File: src/rtl/ctrl_pkg.sv
// Shared encodings for the multicycle MIPS controller: states, instruction classes,
// opcode/funct values and the ALU/mux select codes also used by the datapath.
package ctrl_pkg;

  typedef enum logic [3:0] {
    S_IDLE     = 4'd0,
    S_FETCH    = 4'd1,
    S_DECODE   = 4'd2,
    S_EXEC_R   = 4'd3,
    S_EXEC_I   = 4'd4,
    S_MEM_ADDR = 4'd5,
    S_MEM_RD   = 4'd6,
    S_MEM_WB   = 4'd7,
    S_MEM_WR   = 4'd8,
    S_ALU_WB   = 4'd9,
    S_BRANCH   = 4'd10,
    S_JUMP     = 4'd11,
    S_TRAP     = 4'd12
  } state_e;

  typedef enum logic [3:0] {
    C_R, C_JR, C_BEQ, C_BNE, C_IMM, C_LW, C_SW, C_J, C_JAL, C_BAD
  } cls_e;

  localparam int OP_RTYPE = 0;
  localparam int OP_J     = 2;
  localparam int OP_JAL   = 3;
  localparam int OP_BEQ   = 4;
  localparam int OP_BNE   = 5;
  localparam int OP_ADDI  = 8;
  localparam int OP_SLTI  = 10;
  localparam int OP_SLTIU = 11;
  localparam int OP_ANDI  = 12;
  localparam int OP_ORI   = 13;
  localparam int OP_XORI  = 14;
  localparam int OP_LUI   = 15;
  localparam int OP_LW    = 35;
  localparam int OP_SW    = 43;
  localparam int FN_JR    = 8;

  localparam logic [2:0] ALU_ADD   = 3'b000;
  localparam logic [2:0] ALU_SUB   = 3'b001;
  localparam logic [2:0] ALU_AND   = 3'b010;
  localparam logic [2:0] ALU_OR    = 3'b011;
  localparam logic [2:0] ALU_XOR   = 3'b100;
  localparam logic [2:0] ALU_SLT   = 3'b101;
  localparam logic [2:0] ALU_FUNCT = 3'b110;

  localparam logic [2:0] SRCB_REGB = 3'b000;
  localparam logic [2:0] SRCB_SEXT = 3'b001;
  localparam logic [2:0] SRCB_ZEXT = 3'b010;
  localparam logic [2:0] SRCB_LUI  = 3'b011;
  localparam logic [2:0] SRCB_FOUR = 3'b100;
  localparam logic [2:0] SRCB_BR   = 3'b101;

  localparam logic [1:0] PCS_ALU    = 2'b00;
  localparam logic [1:0] PCS_ALUOUT = 2'b01;
  localparam logic [1:0] PCS_JUMP   = 2'b10;
  localparam logic [1:0] PCS_REGA   = 2'b11;

  localparam logic [1:0] RD_RT = 2'b00;
  localparam logic [1:0] RD_RD = 2'b01;
  localparam logic [1:0] RD_RA = 2'b10;

  function automatic logic is_mem_state(state_e s);
    return (s == S_FETCH) || (s == S_MEM_RD) || (s == S_MEM_WR);
  endfunction

endpackage

File: src/rtl/ctrl_opdec.sv
// Opcode/funct classifier: instruction class plus the immediate-form ALU
// source and operation used in EXEC_I.
module ctrl_opdec
  import ctrl_pkg::*;
#(
  parameter int OPW = 6
) (
  input  logic [OPW-1:0] opcode,
  input  logic [OPW-1:0] funct,
  output cls_e           cls,
  output logic [2:0]     srcb,
  output logic [2:0]     aluop
);

  always_comb begin
    cls   = C_BAD;
    srcb  = SRCB_SEXT;
    aluop = ALU_ADD;
    case (int'(opcode))
      OP_RTYPE: cls = (int'(funct) == FN_JR) ? C_JR : C_R;
      OP_J:     cls = C_J;
      OP_JAL:   cls = C_JAL;
      OP_BEQ:   cls = C_BEQ;
      OP_BNE:   cls = C_BNE;
      OP_LW:    cls = C_LW;
      OP_SW:    cls = C_SW;
      OP_ADDI:  cls = C_IMM;
      OP_SLTI, OP_SLTIU: begin
        cls   = C_IMM;
        aluop = ALU_SLT;
      end
      OP_ANDI: begin
        cls   = C_IMM;
        srcb  = SRCB_ZEXT;
        aluop = ALU_AND;
      end
      OP_ORI: begin
        cls   = C_IMM;
        srcb  = SRCB_ZEXT;
        aluop = ALU_OR;
      end
      OP_XORI: begin
        cls   = C_IMM;
        srcb  = SRCB_ZEXT;
        aluop = ALU_XOR;
      end
      OP_LUI: begin
        cls   = C_IMM;
        srcb  = SRCB_LUI;
      end
      default: cls = C_BAD;
    endcase
  end

endmodule

File: src/rtl/ctrl_multicycle.sv
// Multicycle MIPS control FSM: sequences fetch/decode/execute/memory/writeback,
// with a bounded memory-ready wait and a sticky trap for bad opcodes or timeouts.
module ctrl_multicycle
  import ctrl_pkg::*;
#(
  parameter int OPW         = 6,
  parameter int ALUOPW      = 3,
  parameter int MEM_TIMEOUT = 15
) (
  input  logic              clk,
  input  logic              rst_n,
  input  logic [OPW-1:0]    opcode,
  input  logic [OPW-1:0]    funct,
  input  logic              zero,
  input  logic              mem_ready,
  output logic              pc_write,
  output logic              pc_write_eq,
  output logic              pc_write_ne,
  output logic [1:0]        pc_source,
  output logic              i_or_d,
  output logic              mem_read,
  output logic              mem_write,
  output logic              ir_write,
  output logic              reg_write,
  output logic [1:0]        reg_dst,
  output logic              mem_to_reg,
  output logic              jal,
  output logic              alu_src_a,
  output logic [2:0]        alu_src_b,
  output logic [ALUOPW-1:0] alu_op,
  output logic              illegal,
  output logic [3:0]        state
);

  localparam int CW = (MEM_TIMEOUT > 0) ? $clog2(MEM_TIMEOUT + 1) : 4;

  state_e      st, st_nxt;
  cls_e        cls;
  logic [2:0]  dec_srcb, dec_aluop, aluop3;
  logic [CW-1:0] wait_cnt;
  logic        illegal_q, tmo, mem_st;

  // Branch outcome is resolved in the datapath through pc_write_eq/ne.
  logic unused_zero;
  assign unused_zero = zero;

  ctrl_opdec #(.OPW(OPW)) u_opdec (
    .opcode (opcode),
    .funct  (funct),
    .cls    (cls),
    .srcb   (dec_srcb),
    .aluop  (dec_aluop)
  );

  assign mem_st = is_mem_state(st);
  // Fires on the last allowed waiting cycle; a ready in that same cycle still wins.
  assign tmo = (MEM_TIMEOUT > 0) && (int'(wait_cnt) >= MEM_TIMEOUT - 1);

  always_ff @(posedge clk or negedge rst_n) begin
    if (!rst_n) begin
      st        <= S_IDLE;
      wait_cnt  <= '0;
      illegal_q <= 1'b0;
    end else begin
      st        <= st_nxt;
      illegal_q <= illegal_q | (st_nxt == S_TRAP);
      if (st_nxt != st)
        wait_cnt <= '0;
      else if (mem_st && !mem_ready && wait_cnt != '1)
        wait_cnt <= wait_cnt + CW'(1);
    end
  end

  always_comb begin
    st_nxt = st;
    case (st)
      S_IDLE:     st_nxt = S_FETCH;
      S_FETCH:    st_nxt = mem_ready ? S_DECODE : (tmo ? S_TRAP : S_FETCH);
      S_DECODE: begin
        case (cls)
          C_R:          st_nxt = S_EXEC_R;
          C_IMM:        st_nxt = S_EXEC_I;
          C_BEQ, C_BNE: st_nxt = S_BRANCH;
          C_LW, C_SW:   st_nxt = S_MEM_ADDR;
          C_J, C_JAL, C_JR: st_nxt = S_JUMP;
          default:      st_nxt = S_TRAP;
        endcase
      end
      S_EXEC_R, S_EXEC_I: st_nxt = S_ALU_WB;
      S_MEM_ADDR: st_nxt = (cls == C_SW) ? S_MEM_WR : S_MEM_RD;
      S_MEM_RD:   st_nxt = mem_ready ? S_MEM_WB : (tmo ? S_TRAP : S_MEM_RD);
      S_MEM_WR:   st_nxt = mem_ready ? S_FETCH : (tmo ? S_TRAP : S_MEM_WR);
      S_MEM_WB, S_ALU_WB, S_BRANCH, S_JUMP: st_nxt = S_FETCH;
      S_TRAP:     st_nxt = S_TRAP;
      default:    st_nxt = S_IDLE;
    endcase
  end

  always_comb begin
    pc_write    = 1'b0;
    pc_write_eq = 1'b0;
    pc_write_ne = 1'b0;
    pc_source   = PCS_ALU;
    i_or_d      = 1'b0;
    mem_read    = 1'b0;
    mem_write   = 1'b0;
    ir_write    = 1'b0;
    reg_write   = 1'b0;
    reg_dst     = RD_RT;
    mem_to_reg  = 1'b0;
    jal         = 1'b0;
    alu_src_a   = 1'b0;
    alu_src_b   = SRCB_REGB;
    aluop3      = ALU_ADD;
    case (st)
      S_FETCH: begin
        mem_read  = 1'b1;
        alu_src_b = SRCB_FOUR;
        ir_write  = mem_ready;
        pc_write  = mem_ready;
      end
      S_DECODE:   alu_src_b = SRCB_BR;
      S_EXEC_R: begin
        alu_src_a = 1'b1;
        aluop3    = ALU_FUNCT;
      end
      S_EXEC_I: begin
        alu_src_a = 1'b1;
        alu_src_b = dec_srcb;
        aluop3    = dec_aluop;
      end
      S_MEM_ADDR: begin
        alu_src_a = 1'b1;
        alu_src_b = SRCB_SEXT;
      end
      S_MEM_RD: begin
        mem_read = 1'b1;
        i_or_d   = 1'b1;
      end
      S_MEM_WB: begin
        reg_write  = 1'b1;
        mem_to_reg = 1'b1;
      end
      S_MEM_WR: begin
        mem_write = 1'b1;
        i_or_d    = 1'b1;
      end
      S_ALU_WB: begin
        reg_write = 1'b1;
        reg_dst   = (cls == C_R) ? RD_RD : RD_RT;
      end
      S_BRANCH: begin
        alu_src_a   = 1'b1;
        aluop3      = ALU_SUB;
        pc_source   = PCS_ALUOUT;
        pc_write_eq = (cls == C_BEQ);
        pc_write_ne = (cls == C_BNE);
      end
      S_JUMP: begin
        pc_write  = 1'b1;
        pc_source = (cls == C_JR) ? PCS_REGA : PCS_JUMP;
        if (cls == C_JAL) begin
          reg_write = 1'b1;
          reg_dst   = RD_RA;
          jal       = 1'b1;
        end
      end
      default: ;
    endcase
  end

  assign alu_op  = ALUOPW'(aluop3);
  assign illegal = illegal_q;
  assign state   = st;

endmodule

File: config.mk
export PLATFORM = sky130hd
export DESIGN_NAME = ctrl_multicycle
export DESIGN_NICKNAME = d
export VERILOG_FILES = /design/src/rtl/ctrl_pkg.sv /design/src/rtl/ctrl_opdec.sv /design/src/rtl/ctrl_multicycle.sv
export SDC_FILE = /design/constraint.sdc
export NUM_CORES = 1
export LEC_CHECK = 0
export CAP_MARGIN = 20
export CORE_MARGIN = 10
export CORE_UTILIZATION = 40
export DETAILED_ROUTE_END_ITERATION = 8
export DONT_BUFFER_PORTS = 1
export GPL_TIMING_DRIVEN = 1
export SLEW_MARGIN = 20
export SYNTH_ARGS = -nofsm -noshare
export SYNTH_HDL_FRONTEND = slang
export SYNTH_SLANG_ARGS = --single-unit
File: constraint.sdc
create_clock -name clk -period 3.7 [get_ports clk]
set_clock_uncertainty 0.15 [all_clocks]
set_input_delay 0.74 -clock clk [delete_from_list [all_inputs] [get_ports clk]]
set_output_delay 0.74 -clock clk [all_outputs]
set_load 0.02 [all_outputs]
# == Yosys cells after proc, flatten, opt, wreduce, memory -nomap -nowiden ==
# Memory sizes are Yosys's and may differ from the RTL's.
# Index checks and enable logic that the tools add are counted.
# totals
register_bits,9
romBits,64
input_bits,16
out_inout_bits,26
wordCells,92
mem_count,1
# op_classes
add_sub_neg,1
order_cmp,1
eq_ne,34
muxes,33
bitwise,1
reduce_logical,18
# memory_table
memory,depth,word_bits,read_ports,rd_ports_with_merged_regs,write_ports,line,source
(name not given),16,4,1,0,0,ctrl_multicycle.sv:80,case (cls)
# ops
op,count
$pmux 4 s8,2
$eq 6x4->1 const B,7
$mux 4,8
$eq 4x4->1 const B,7
$pmux 3 s4,2
$eq 4x3->1 const B,5
$eq 4x2->1 const B,4
$mux 1,13
$eq 6x2->1 const B,2
$eq 6x3->1 const B,2
$eq 6x6->1 const B,2
$pmux 2 s2,3
$reduce_or 2->1,5
$pmux 3 s3,1
$eq 4x1->1 const B,2
$logic_not 4->1,2
$reduce_or 7->1,1
$eq 6x5->1 const B,1
$logic_not 6->1,1
$reduce_or 5->1,1
$add 4x1->4 const B,1
$ge 4x4->1 const B,1
$ne 4x4->1,1
$ne 4x4->1 const B,1
10 further kinds,13

# == Logic depth before layout (Yosys ltp) ==
# Gate-level depths: netlist of run 1.
# depth
ltp_word,8
depth_mapped,8
ltp_nobuf,8

# == Hierarchy ==
# From an unflattened synthesis of run 1, not the netlist that was laid out.
# unflattened
cells_unflattened,200
area_unflattened_um2,1406.3
# by_module_without_submodules
module,n_inst,cells_per_inst,area_each_um2,seq_area_each_um2
ctrl_multicycle,1,151,1058.5,225.2
ctrl_opdec,1,49,347.8,0.0

# == Worst setup path before layout of run 1 ==
# OpenSTA, ideal clock, no wires.
# synth_timing
kind,input to output
from,in opcode[4]
to,out reg_dst[0]
arrival_time_ns,2.263
required_time_ns,2.810
slack_ns,0.547
cell_stages,6
path_buffers,1
cell_sequence,clkbuf_1 nor2_1 nand4_1 o21a_1 nand3_1 nor4b_1
# synth_between
elab_chain_cells,6
word_cells_on_any_way,19
cone_classes,eq/ne (13); mux (3); reduce/logical (3)
# synth_lines
item,line,source
start: declaration,ctrl_multicycle.sv:12,"input logic [OPW-1:0] opcode,"
$eq 6x4->1,ctrl_opdec.sv:19,case (int'(opcode))
$reduce_or 7->1 (no line),-,
$pmux 4 s8 *,ctrl_opdec.sv:19,
$logic_not 4->1 *,ctrl_multicycle.sv:150,reg_dst = (cls == C_R) ? RD_RD : RD_RT;
$mux 1 *,ctrl_multicycle.sv:150,
$pmux 2 s2 *,ctrl_multicycle.sv:115,case (st)
end: declaration,ctrl_multicycle.sv:25,"output logic [1:0] reg_dst,"
# Mark *: on every way between the ends. The rest lies on a longest branch, timed or not.

# == Worst setup path after layout of run 1 ==
# layout_timing
from,in opcode[2]
to,out reg_write
# layout_between
elab_chain_cells,6
word_cells_on_any_way,19
cone_classes,eq/ne (14); mux (3); reduce/logical (2)
# layout_lines
item,line,source
$eq 6x4->1,ctrl_opdec.sv:19,
$reduce_or 7->1 (no line),-,
$pmux 4 s8 *,ctrl_opdec.sv:19,
$eq 4x4->1 *,ctrl_multicycle.sv:162,if (cls == C_JAL) begin
$mux 1 *,ctrl_multicycle.sv:162,
$pmux 1 s2 *,ctrl_multicycle.sv:115,
end: declaration,ctrl_multicycle.sv:24,"output logic reg_write,"
# Marks and branches as above.

==> metrics.csv, run 1 <==
metric,value,unit
status,completed,
utilization,0.4315,
grt_use_total,0.1261,
synth.largest_area_cell,dfrtp_1,
antenna_left,0,
tightest_slew,659.9,ps
cp.arrival,2010,ps
clock_latency,250,ps
rows,21,
die_h,79.22,um
rsz0062_at_grt,false,
synth.distinct_cells,60,
nNetsFinal,214,
hold_path_class,in -> async,
relSlewSlack,0.5567,
tritoncts,built,
timing.hold.ws,25.54,ps
start_util,0.4170,
clockBufferDepth,2,
clk_pin_slew,60,ps
via_per_inst,6.237,
yosysSeqAreaShare,0.1606,
mostFrequentLayoutCells,"23 x nor2_1, 14 x a21oi_1, 13 x nand2_1",
postCtsHoldBufs,0,
grt.overflow.total,0,
cts-buffers-inserted,3,
drc,0,
grt_max_degree,26,
drive_above_1_share,0.1026,
crit_path_end_kind,output pin,
hold_viol_final,0,
ys_seq_elements,9,
postLayoutCellArea,0.001451,mm^2
synth-edff-count,0,
setup_viol,0,
syn_avg_cell_area,6.978,um^2
cts_setup_buffers,0,
final_common_cell,nor2_1,
core_area,0.003363,mm^2
power.density,608.3,mW/mm^2
antenna_found_initial,0,
post_drt_wl_per_cell,17.49,um
cts_num_sinks,9,
start_kind,input port,
total_power,0.8829,mW
grt_pass1_wl,6706,um
drt_iter0_markers,254,
wirelength,4215,um
dieArea,0.006275,mm^2
grt_pass1_vias,1351,
pin_count,42,
yosys-top-cells-area,"dfrtp_1 16%, nor2_1 6.2%, a21oi_1 5.0%",
ys_warn_count,0,
yosys_most_used_dff,dfrtp_1,
globalplace.congestion,0.9038,
synthCells,201,
ir_worst_vdd,452.8,uV
max_freq,0.3444,GHz
htree_levels,1,
die_w,79.22,um
cp.required,2810,ps
fin_tns_setup,0,ps
syn_to_final_growth,3.479,%
synth_top_area_frac,0.1606,
period_minus_slack,2904,ps
crit_fanout,11,
slew_violations,0,
route.vias.total,1503,
cts_root_buf,clkbuf_4,
maxCapViolCount,0,
io_buffer_count,0,
antenna_cells,0,
ctsResizeCount,0,
drtPass1Iterations,4,
dpl.hpwl,3331,um
period_share,0.7848,
p_leak,0.5325,nW
syn_area,0.001403,mm^2
path_class,in -> out,
synthesis.nets,219,
synth_async_sr_flop_share,1.000,
place_area,0.001425,mm^2
==> critical path: stages <==
cell and delay [ps]:
nand2b_1 160, o32a_1 170, o21a_1 250, nand4b_1 240, a21oi_1 200, o21a_1 250
==> cell usage after synthesis (2+ instances only) <==
cell	n
o211ai_1	4
nand4b_1	2
and2_1	2
o21ai_1	2
xnor2_1	3
a31oi_1	2
a211oi_1	2
nor4b_1	2
nand2_1	13
nand2b_1	8
a211oi_2	2
o31ai_1	2
nand3_1	6
nor2_1	23
o22a_1	2
o22ai_1	2
nand4_1	3
buf_6	2
nor3_1	4
and3_1	2
a21oi_1	14
inv_1	11
a22oi_1	2
clkbuf_1	9
nor4_1	6
o32a_1	3
o21ai_0	8
dfrtp_1	9
ha_1	2
nor2b_1	10
or2_1	3
buf_2	4
o21a_1	5
==> cell type report <==
class                           instances  area [um^2]
Inverter                               11        41.29
Clock buffer                            4        26.28
Multi-Input combinational cell        164         1049
Sequential cell                         9        225.2
Tap cell                               46        57.56
Fill cell                             366         1912
Timing Repair Buffer                    7        52.55
==> worst paths after layout <==
check / to / startpoint / cells after the start / slack, ps
min in group clk: wait_cnt[1] / wait_cnt[1] / 2 / 470
max reg2reg: wait_cnt[1] / state[0] / 6 / 1230
min reg2reg: wait_cnt[1] / wait_cnt[1] / 2 / 470
max in group asynchronous: wait_cnt[2] / rst_n / 0 / 3310
max: reg_write / opcode[2] / 6 / 800
min: state[0] / rst_n / 0 / 30
==> report_power, final <==
| part | internal, mW | switching (mW) | total, mW |
|---|---|---|---|
| clock | 0.0413 | 0.0309 | 0.0722 |
| sequential | 0.119 | 0.0631 | 0.182 |
| combinational | 0.216 | 0.413 | 0.629 |
| total | 0.376 | 0.507 | 0.883 |
==> state kept, by name, indices dropped and copies added, names as in the netlist <==
register,count
wait_cnt,4
state,4
illegal,1
==> metal layers <==
layer	GRT usage	vias up	wire, um
li1	-	729	-
met1	0.1775	703	1920
met2	0.1778	67	1769
met4	0.02867	0	31
met5	0	-	0
met3	0.04279	4	494
==> logic make-up after synthesis <==
logic type	count (synthesis)	synth area share
and+or+nand+nor	91	0.3488
AOI/OAI and AO/OA	66	0.3488
buffers and inverters	28	0.09188
DFF	9	0.1606
xor gates and xnor gates	4	0.02498
adders and majority gates	2	0.01784
muxes	1	0.007137
==> through the flow <==
step                std cells  worst slack (ps)
CTS                       241             773.6
floorplan                 201             546.7
finish                    241             796.1
global placement          237             813.3
global route              241             594.5
detailed placement        237             780.2
Note: power is estimated with default switching activity, not from simulation.
==> run 2: changes to the inputs <==
- clock period: 3.7 -> 2.35 ns (I/O delays scaled with it)
==> run 2 against run 1 <==
Net effect:
- non-clock buffer count is 29 higher
- count of clock-buffer cells in the layout is the same
- critical path depth increased by 1
- clock power up 73%
- combinational power grew 99%
- critical path type unchanged
- highest routed layer unchanged
==> metrics.csv, run 2 (synthesis gave the netlist of run 1 again) <==
metric,value,unit
status,completed,
die_w,79.22,um
clk_pin_slew,60,ps
clock_latency,270,ps
cts-buffers-inserted,3,
hold_path_class,in -> async,
core_area,0.003363,mm^2
grt.overflow.total,0,
route.vias.total,1639,
layout_setup_ws,63.28,ps
grt_pass1_vias,1618,
cp.required,1730,ps
drc,0,
drtPass1Iterations,4,
crit_fanout,13,
final_common_cell,buf_4,
cts_num_sinks,9,
tightest_slew,403.4,ps
via_per_inst,6.070,
wl_met3,391,um
met1_length,1994,um
path_cells,nor2b_4 -> a211oi_2 -> and2_4 -> nand4b_1 -> buf_4 -> nor2_1 -> buf_4,
slew_violations,0,
p_switching,0.8770,mW
grt_pass1_wl,7665,um
clockBufferDepth,2,
r2r_start,wait_cnt[1],
antenna_left,0,
pin_count,42,
p_seq_frac,0.149,
nNetsFinal,243,
mostFrequentLayoutCells,"34 x buf_4, 23 x nor2_1, 14 x a21oi_1",
drive_above_1_share,0.2902,
antenna_cells,0,
grt_max_degree,17,
cp.arrival,1670,ps
crit_top_cell,buf_4,
io_buffer_count,0,
drt_iter0_markers,203,
swShare,0.5440,
tritoncts,built,
top_layer,met4,
place_ws,44.39,ps
start_kind,input port,
cts_root_buf,clkbuf_4,
p_int,0.7353,mW
syn_to_final_growth,24.00,%
period_minus_slack,2287,ps
htree_levels,1,
setup_viol,0,
max_freq,0.4373,GHz
power.density,927.0,mW/mm^2
cpMaxStageDelayCell,a211oi_2,
rows,21,
post_drt_wl_per_cell,17.45,um
r2r_slack,120,ps
wirelength,4711,um
dr_wl_met2,2302,um
p_comb_frac,0.774,
utilization,0.5171,
r2r_end,wait_cnt[2],
relSlewSlack,0.7302,
period_share,0.9731,
start_util,0.4170,
dieArea,0.006275,mm^2
r2r_cells,7,
rsz0062_at_grt,true,
grt_use_total,0.1446,
slowest_delay,290,ps
ir_worst_vdd,370.4,uV
dpl.hpwl,3634,um
p_leak,0.6970,nW
maxCapViolCount,0,
crit_path_end_kind,output pin,
globalplace.congestion,0.8780,
path_class,in -> out,
die_h,79.22,um
hold_viol_final,0,
antenna_found_initial,0,
clkPwrFrac,0.077,
-- run 2: cell count changes in the layout (fill, tap and decap cells not counted), sizes merged --
cell / before / now
buf: 7 / 35
dlygate4sd3: 0 / 1
-- run 2: cell type report --
class | count | area (um^2)
multi-input cells | 164 | 1111
repair buffers | 36 | 276.5
fillers | 354 | 1624
inverters | 11 | 41.29
clock buffers | 4 | 26.28
well taps | 46 | 57.56
flip-flops and latches | 9 | 226.5
-- run 2: power by group through the flow --
stage,clock network [mW],registers [mW],logic [mW]
detailed placement,0,0.237,1.18
global route,0.135,0.244,1.36
finish,0.125,0.239,1.25
floorplan,0,0.242,0.854
global placement,0,0.236,1.16
CTS,0.127,0.234,1.19
-- run 2: routing by layer --
layer	up-vias	global-route usage
li1	787	-
met1	779	0.1669
met2	69	0.2577
met3	4	0.03941
met4	0	0.03226
met5	-	0
-- run 2: how the worst max path moves through the flow --
| stage | startpoint | cells past startpoint | slack [ps] | endpoint |
|---|---|---|---|---|
| finish | opcode[0] | 7 | 60 | reg_dst[1] |
| global route | wait_cnt[0] | 8 | -4 | wait_cnt[2] |
| CTS | state[1] | 4 | 20 | reg_dst[0] |
| detailed placement | opcode[5] | 6 | 40 | reg_write |
| global placement | opcode[5] | 6 | 70 | reg_write |
| floorplan | state[3] | 5 | -10 | reg_dst[0] |
-- run 2: critical path, delay by kind of cell --
kind            cells  cell delay, ps
compound gates      1             290
buf+inv             2             340
simple gates        4             570
-- run 2: per-stage QoR --
step / cells / hold WS [ps] / setup TNS (ps) / total power [mW] / cell area [um^2]
2_1_floorplan: 201 / 24.41 / -10.01 / 1.096 / 1423
3_3_place_gp: 262 / 24.83 / 0 / 1.398 / 1633
3_5_place_dp: 262 / 24.79 / 0 / 1.419 / 1633
4_1_cts: 267 / 344.4 / 0 / 1.549 / 1669
5_1_grt: 270 / 447.0 / -7.507 / 1.738 / 1739
6_report: 270 / 408.6 / 0 / 1.612 / 1739
-- run 2: timing repair --
action                                  4_1_cts  5_1_grt
endpoints found under the setup margin        0       15
endpoints found under the hold margin         9        0
buffers inserted                              0        3
gates resized for setup                       0       17
hold buffers                                  1        0
